$ cat src/rtl/channel_out_buf.sv
// Store-and-forward channel output buffer: holds router bytes until a full packet is present, then streams it.
// Optional delivered-packet counter on pkt_count when CHANNEL_OUT_BUF_STATS_EN is defined.
module channel_out_buf #(
  parameter int DEPTH = 128
) (
  input  logic       clock,
  input  logic       reset,
  input  logic       in_valid,
  input  logic [7:0] in_data,
  input  logic       in_last,
  output logic       in_ready,
  output logic       data_vld,
  output logic [7:0] data,
  input  logic       suspend
`ifdef CHANNEL_OUT_BUF_STATS_EN
  ,
  output logic [15:0] pkt_count
`endif
);

  localparam int AW = $clog2(DEPTH);
  localparam logic [AW:0] CAPACITY = (AW+1)'(DEPTH);

  typedef enum logic [1:0] {
    IDLE,
    SEND,
    GAP
  } state_t;

  state_t r_state;
  state_t w_nextState;

  // Each entry carries the byte plus its end-of-packet flag.
  logic [8:0]    r_mem [DEPTH];
  logic [AW-1:0] r_wrPtr;
  logic [AW-1:0] r_rdPtr;
  logic [AW:0]   r_byteCount;
  logic [AW:0]   r_pktPending;

  logic [8:0] w_head;
  logic       w_write;
  logic       w_xfer;
  logic       w_headLast;
  logic       w_pktIn;
  logic       w_pktOut;

  assign w_head     = r_mem[r_rdPtr];
  assign w_headLast = w_head[8];
  assign in_ready   = (r_byteCount < CAPACITY);
  assign w_write    = in_valid & in_ready;
  assign data_vld   = (r_state == SEND);
  assign data       = data_vld ? w_head[7:0] : 8'h00;
  assign w_xfer     = data_vld & ~suspend;
  assign w_pktIn    = w_write & in_last;
  assign w_pktOut   = w_xfer & w_headLast;

  always_ff @(posedge clock) begin
    if (w_write) begin
      r_mem[r_wrPtr] <= {in_last, in_data};
    end
  end

  always_ff @(posedge clock or negedge reset) begin
    if (!reset) begin
      r_wrPtr      <= '0;
      r_rdPtr      <= '0;
      r_byteCount  <= '0;
      r_pktPending <= '0;
    end else begin
      if (w_write) begin
        r_wrPtr <= r_wrPtr + 1'b1;
      end
      if (w_xfer) begin
        r_rdPtr <= r_rdPtr + 1'b1;
      end
      case ({w_write, w_xfer})
        2'b10:   r_byteCount <= r_byteCount + 1'b1;
        2'b01:   r_byteCount <= r_byteCount - 1'b1;
        default: r_byteCount <= r_byteCount;
      endcase
      case ({w_pktIn, w_pktOut})
        2'b10:   r_pktPending <= r_pktPending + 1'b1;
        2'b01:   r_pktPending <= r_pktPending - 1'b1;
        default: r_pktPending <= r_pktPending;
      endcase
    end
  end

  always_ff @(posedge clock or negedge reset) begin
    if (!reset) begin
      r_state <= IDLE;
    end else begin
      r_state <= w_nextState;
    end
  end

  // GAP forces one idle channel cycle between packets.
  always_comb begin
    w_nextState = r_state;
    unique case (r_state)
      IDLE: begin
        if (r_pktPending != '0) begin
          w_nextState = SEND;
        end
      end
      SEND: begin
        if (w_xfer && w_headLast) begin
          w_nextState = GAP;
        end
      end
      GAP: begin
        w_nextState = (r_pktPending != '0) ? SEND : IDLE;
      end
      default: w_nextState = IDLE;
    endcase
  end

`ifdef CHANNEL_OUT_BUF_STATS_EN
  logic [15:0] r_pktCount;

  always_ff @(posedge clock or negedge reset) begin
    if (!reset) begin
      r_pktCount <= 16'h0000;
    end else if (w_pktOut) begin
      r_pktCount <= r_pktCount + 16'd1;
    end
  end

  assign pkt_count = r_pktCount;
`endif

endmodule
$ cat config.mk
export PLATFORM = sky130hd
export DESIGN_NAME = channel_out_buf
export DESIGN_NICKNAME = d
export VERILOG_FILES = /design/src/rtl/channel_out_buf.sv
export SDC_FILE = /design/constraint.sdc
export NUM_CORES = 1
export LEC_CHECK = 0
export ABC_AREA = 1
export CORE_MARGIN = 5
export CORE_UTILIZATION = 50
export CTS_CLUSTER_DIAMETER = 100
export DETAILED_ROUTE_END_ITERATION = 8
export PLACE_DENSITY = 0.69
export SYNTH_ARGS = -nofsm -noshare
export SYNTH_HDL_FRONTEND = slang
export SYNTH_SLANG_ARGS = --single-unit
export TNS_END_PERCENT = 30
$ cat constraint.sdc
create_clock -name clock -period 3.9 [get_ports clock]
set_clock_uncertainty 0.2 [all_clocks]
set_input_delay 0.78 -clock clock [delete_from_list [all_inputs] [get_ports clock]]
set_output_delay 0.78 -clock clock [all_outputs]
set_load 0.05 [all_outputs]
==> qor.txt <==
outcome = finished, violations left
failing checks = negative setup slack
CTS sink cnt = 1184
CP bufs+invs = 7
Final Wtd Congestion = 0.8660
# rows = 114
CP max stage cell = dfrtp_4
I/O Buffers = 22
Routed WL = 133600 um
sequential fraction of the synthesis area = 73.16%
Reg clk slew, reported paths = 0.06 ns
Filler Cells Inserted = 7350
Slew @ Worst Pin = 0.9607 ns
# setup viols final = 11
crit-path cells = buf_12 -> clkinv_16 -> buf_8 -> bufbuf_16 -> buf_6 -> buf_6 -> o21ai_1 -> o221ai_1 -> nand3_1 -> nand2_1 -> nor2_1 -> nor2_2 -> nor2_4 -> nor2_4 -> buf_12
CTS tree = done
crit path DAT = 3.30 ns
io pins = 23
WL met2 = 63520 um
fin nets = 4197
DRT met1 WL = 51580 um
DR WL met3 = 13400 um
Area after DPL = 51480 um^2
DR WL/cell = 24.19 um
Synth Register Bits = 1184
Ys Warns = 0
HP Class = flip-flop to flip-flop
commonest non-fill, non-tap cell in the layout = edfxtp_1
share of layout cells above drive strength 1 = 15.61%
Worst Path Class, Setup = flip-flop to primary output
area delta synth->final = 18.86%
startpoint types = flip-flop
Pwr per Cell Area = 760.0 nW/um^2
DR vias = 33150
remaining global-route overflow = 0
Setup Total Neg Slack = -2.590 ns
estimated wirelength of the detail-placed design = 73690 um
H-tree depth = 3
Worst setup EP type = primary output
syn_nets = 3990
kind of cell adding the most delay to the critical path = buffers and inverters
Antenna Nets Post-Route = 0
max frequency = 233.8 MHz
max-slew violations = 0
minimum clock period = 4.278 ns
fin crit share = 109.7%
DR DRC count = 0
overall routing resource usage = 24.87%
Clock Path Buffers = 3
worst skew pair latency = 0.69 ns
Max rail drop VDD = 0.9278 mV
Hold Fails Final Rpt = 0
DRT iter0 DRCs = 4463
Initial Util = 50.18%
Syn Area/Cell = 12.22 um^2
Die Footprint = 103100 um^2
final worst setup slack = -0.3776 ns
first-pass GRT wire length = 196100 um
die width = 321.1 um
Antenna Cells = 0
Highest Signal Layer = met4
TritonCTS Buffers = 114
largest net degree at the start of global routing = 129
Mapped Area = 48380 um^2
initial antenna violation count = 0
core area = 96420 um^2
Synth Instances = 3959
Static Leakage = 0.01989 uW
Slew headroom = 35.88%
Yosys cell types = 31
Data required, critical path = 2.92 ns
die height = 321.1 um
crit-path max FO = 8
via count of the first global-routing pass = 31850
Max-cap violations = 0
Slowest Stage Delay on Critical Path = 0.54 ns
most frequent cells in the layout = edfxtp_1 (1152), nor2_1 (750), nand2_1 (509), o21ai_0 (374), nand3_1 (248)
design area = 57510 um^2
Detailed Routing Iterations Pass 1 = 5
root buf cell = clkbuf_16
vias per inst = 6.002
RSZ-0062 raised after global routing = yes
[path summary, 6_finish.rpt]
kind	start	to	slack [ns]	depth (start not counted)
max	r_rdPtr[0]	data[4]	-0.38	15
min	r_byteCount[2]	r_byteCount[2]	0.29	2
max reg2reg	r_rdPtr[0]	r_pktPending[6]	-0.09	26
min reg2reg	r_byteCount[2]	r_byteCount[2]	0.29	2
max in group asynchronous	reset	r_rdPtr[1]	2.28	2
min in group asynchronous	reset	r_pktPending[6]	0.56	2
[area by class of cell]
type                       count  area [um^2]  share of cell area [%]
clock buffer                 134         2980                   5.183
sequential                  1184        35410                   61.57
timing repair buffer         350         4322                   7.515
inverter                      77        329.1                  0.5722
tap                         1276         1597                   2.776
multi-input combinational   2439        12150                   21.13
clock inverter                63        719.4                   1.251
[synthesized netlist by cell type (all sizes together)]
cell    count  area (um^2)
a21oi      97        485.5
nand2     550         2064
clkbuf    109        409.1
xnor2       3        26.28
nor4        2        12.51
buf       150        878.3
nand3b      2        15.01
o31ai      32        240.2
o22ai      13        81.33
o221ai     46        402.9
inv        73        274.0
a31oi       2        12.51
dfrtp      32        800.8
xor2       15        131.4
nand3     277         1386
clkinv      4        15.01
o211ai    146         1096
or2         2        12.51
nand4       4        25.02
nor2      785         2947
fa          2        40.04
o21ai     437         2187
nor3        8        45.04
ha         16        200.2
edfxtp   1152        34590
[sequential cells by signal, indices dropped and copies added (netlist names)]
name,cells
r_byteCount,8
r_rdPtr,7
r_state,2
r_pktPending,8
r_mem,1152
r_wrPtr,7
[through the flow]
stage	power [uW]	utilization, %	setup slack, ns	std cells	hold WS [ns]
3_3_place_gp	28920	53.39	0.03867	5262	0.2649
6_report	43700	59.64	-0.3776	5523	0.2904
3_5_place_dp	29110	53.39	0.04445	5262	0.2722
2_1_floorplan	23640	-	0.6327	3959	0.2482
4_1_cts	42240	58.73	-0.2988	5505	0.2890
5_1_grt	45520	59.64	-0.3991	5523	0.3172
[kinds of logic after synthesis]
logic type | share of synthesized area [%]
flops | 73.16
simple gates | 13.45
xor+xnor | 0.3259
buf+inv | 3.259
compound gates | 9.313
fa+ha+maj | 0.4965
[worst register-to-register path, delay by kind of cell, from the launching register on]
family,cells,cell delay [ns]
flip-flops,1,0.54
AND/OR/NAND/NOR,14,1.50
AO/OA/AOI/OAI,2,0.20
adder cells (fa/ha/maj),2,0.56
buffers and inverters,8,0.93
[timing repair]
action | in CTS | in global routing
pin swaps | 38 | 85
gates resized for setup | 145 | 153
cloned | 20 | 12
endpoints found under the hold margin | 22 | 0
hold buffers | 1 | 0
endpoints found under the setup margin | 8 | 13
buffers inserted | 25 | 12
[power by group]
group          leakage [uW]  total (uW)  switching (uW)  internal [uW]
Sequential           0.0107       14500             250          14200
Combinational       0.00735       18100           11500           6660
Clock               0.00180       11100            4620           6460
[per-layer routing]
| metal | up-vias | track usage [%] |
|---|---|---|
| li1 | 14660 | - |
| met1 | 16290 | 33.93 |
| met2 | 1898 | 40.15 |
| met3 | 298 | 4.738 |
| met4 | 0 | 9.573 |
| met5 | - | 0 |
Power figures use the tool's default switching activity.
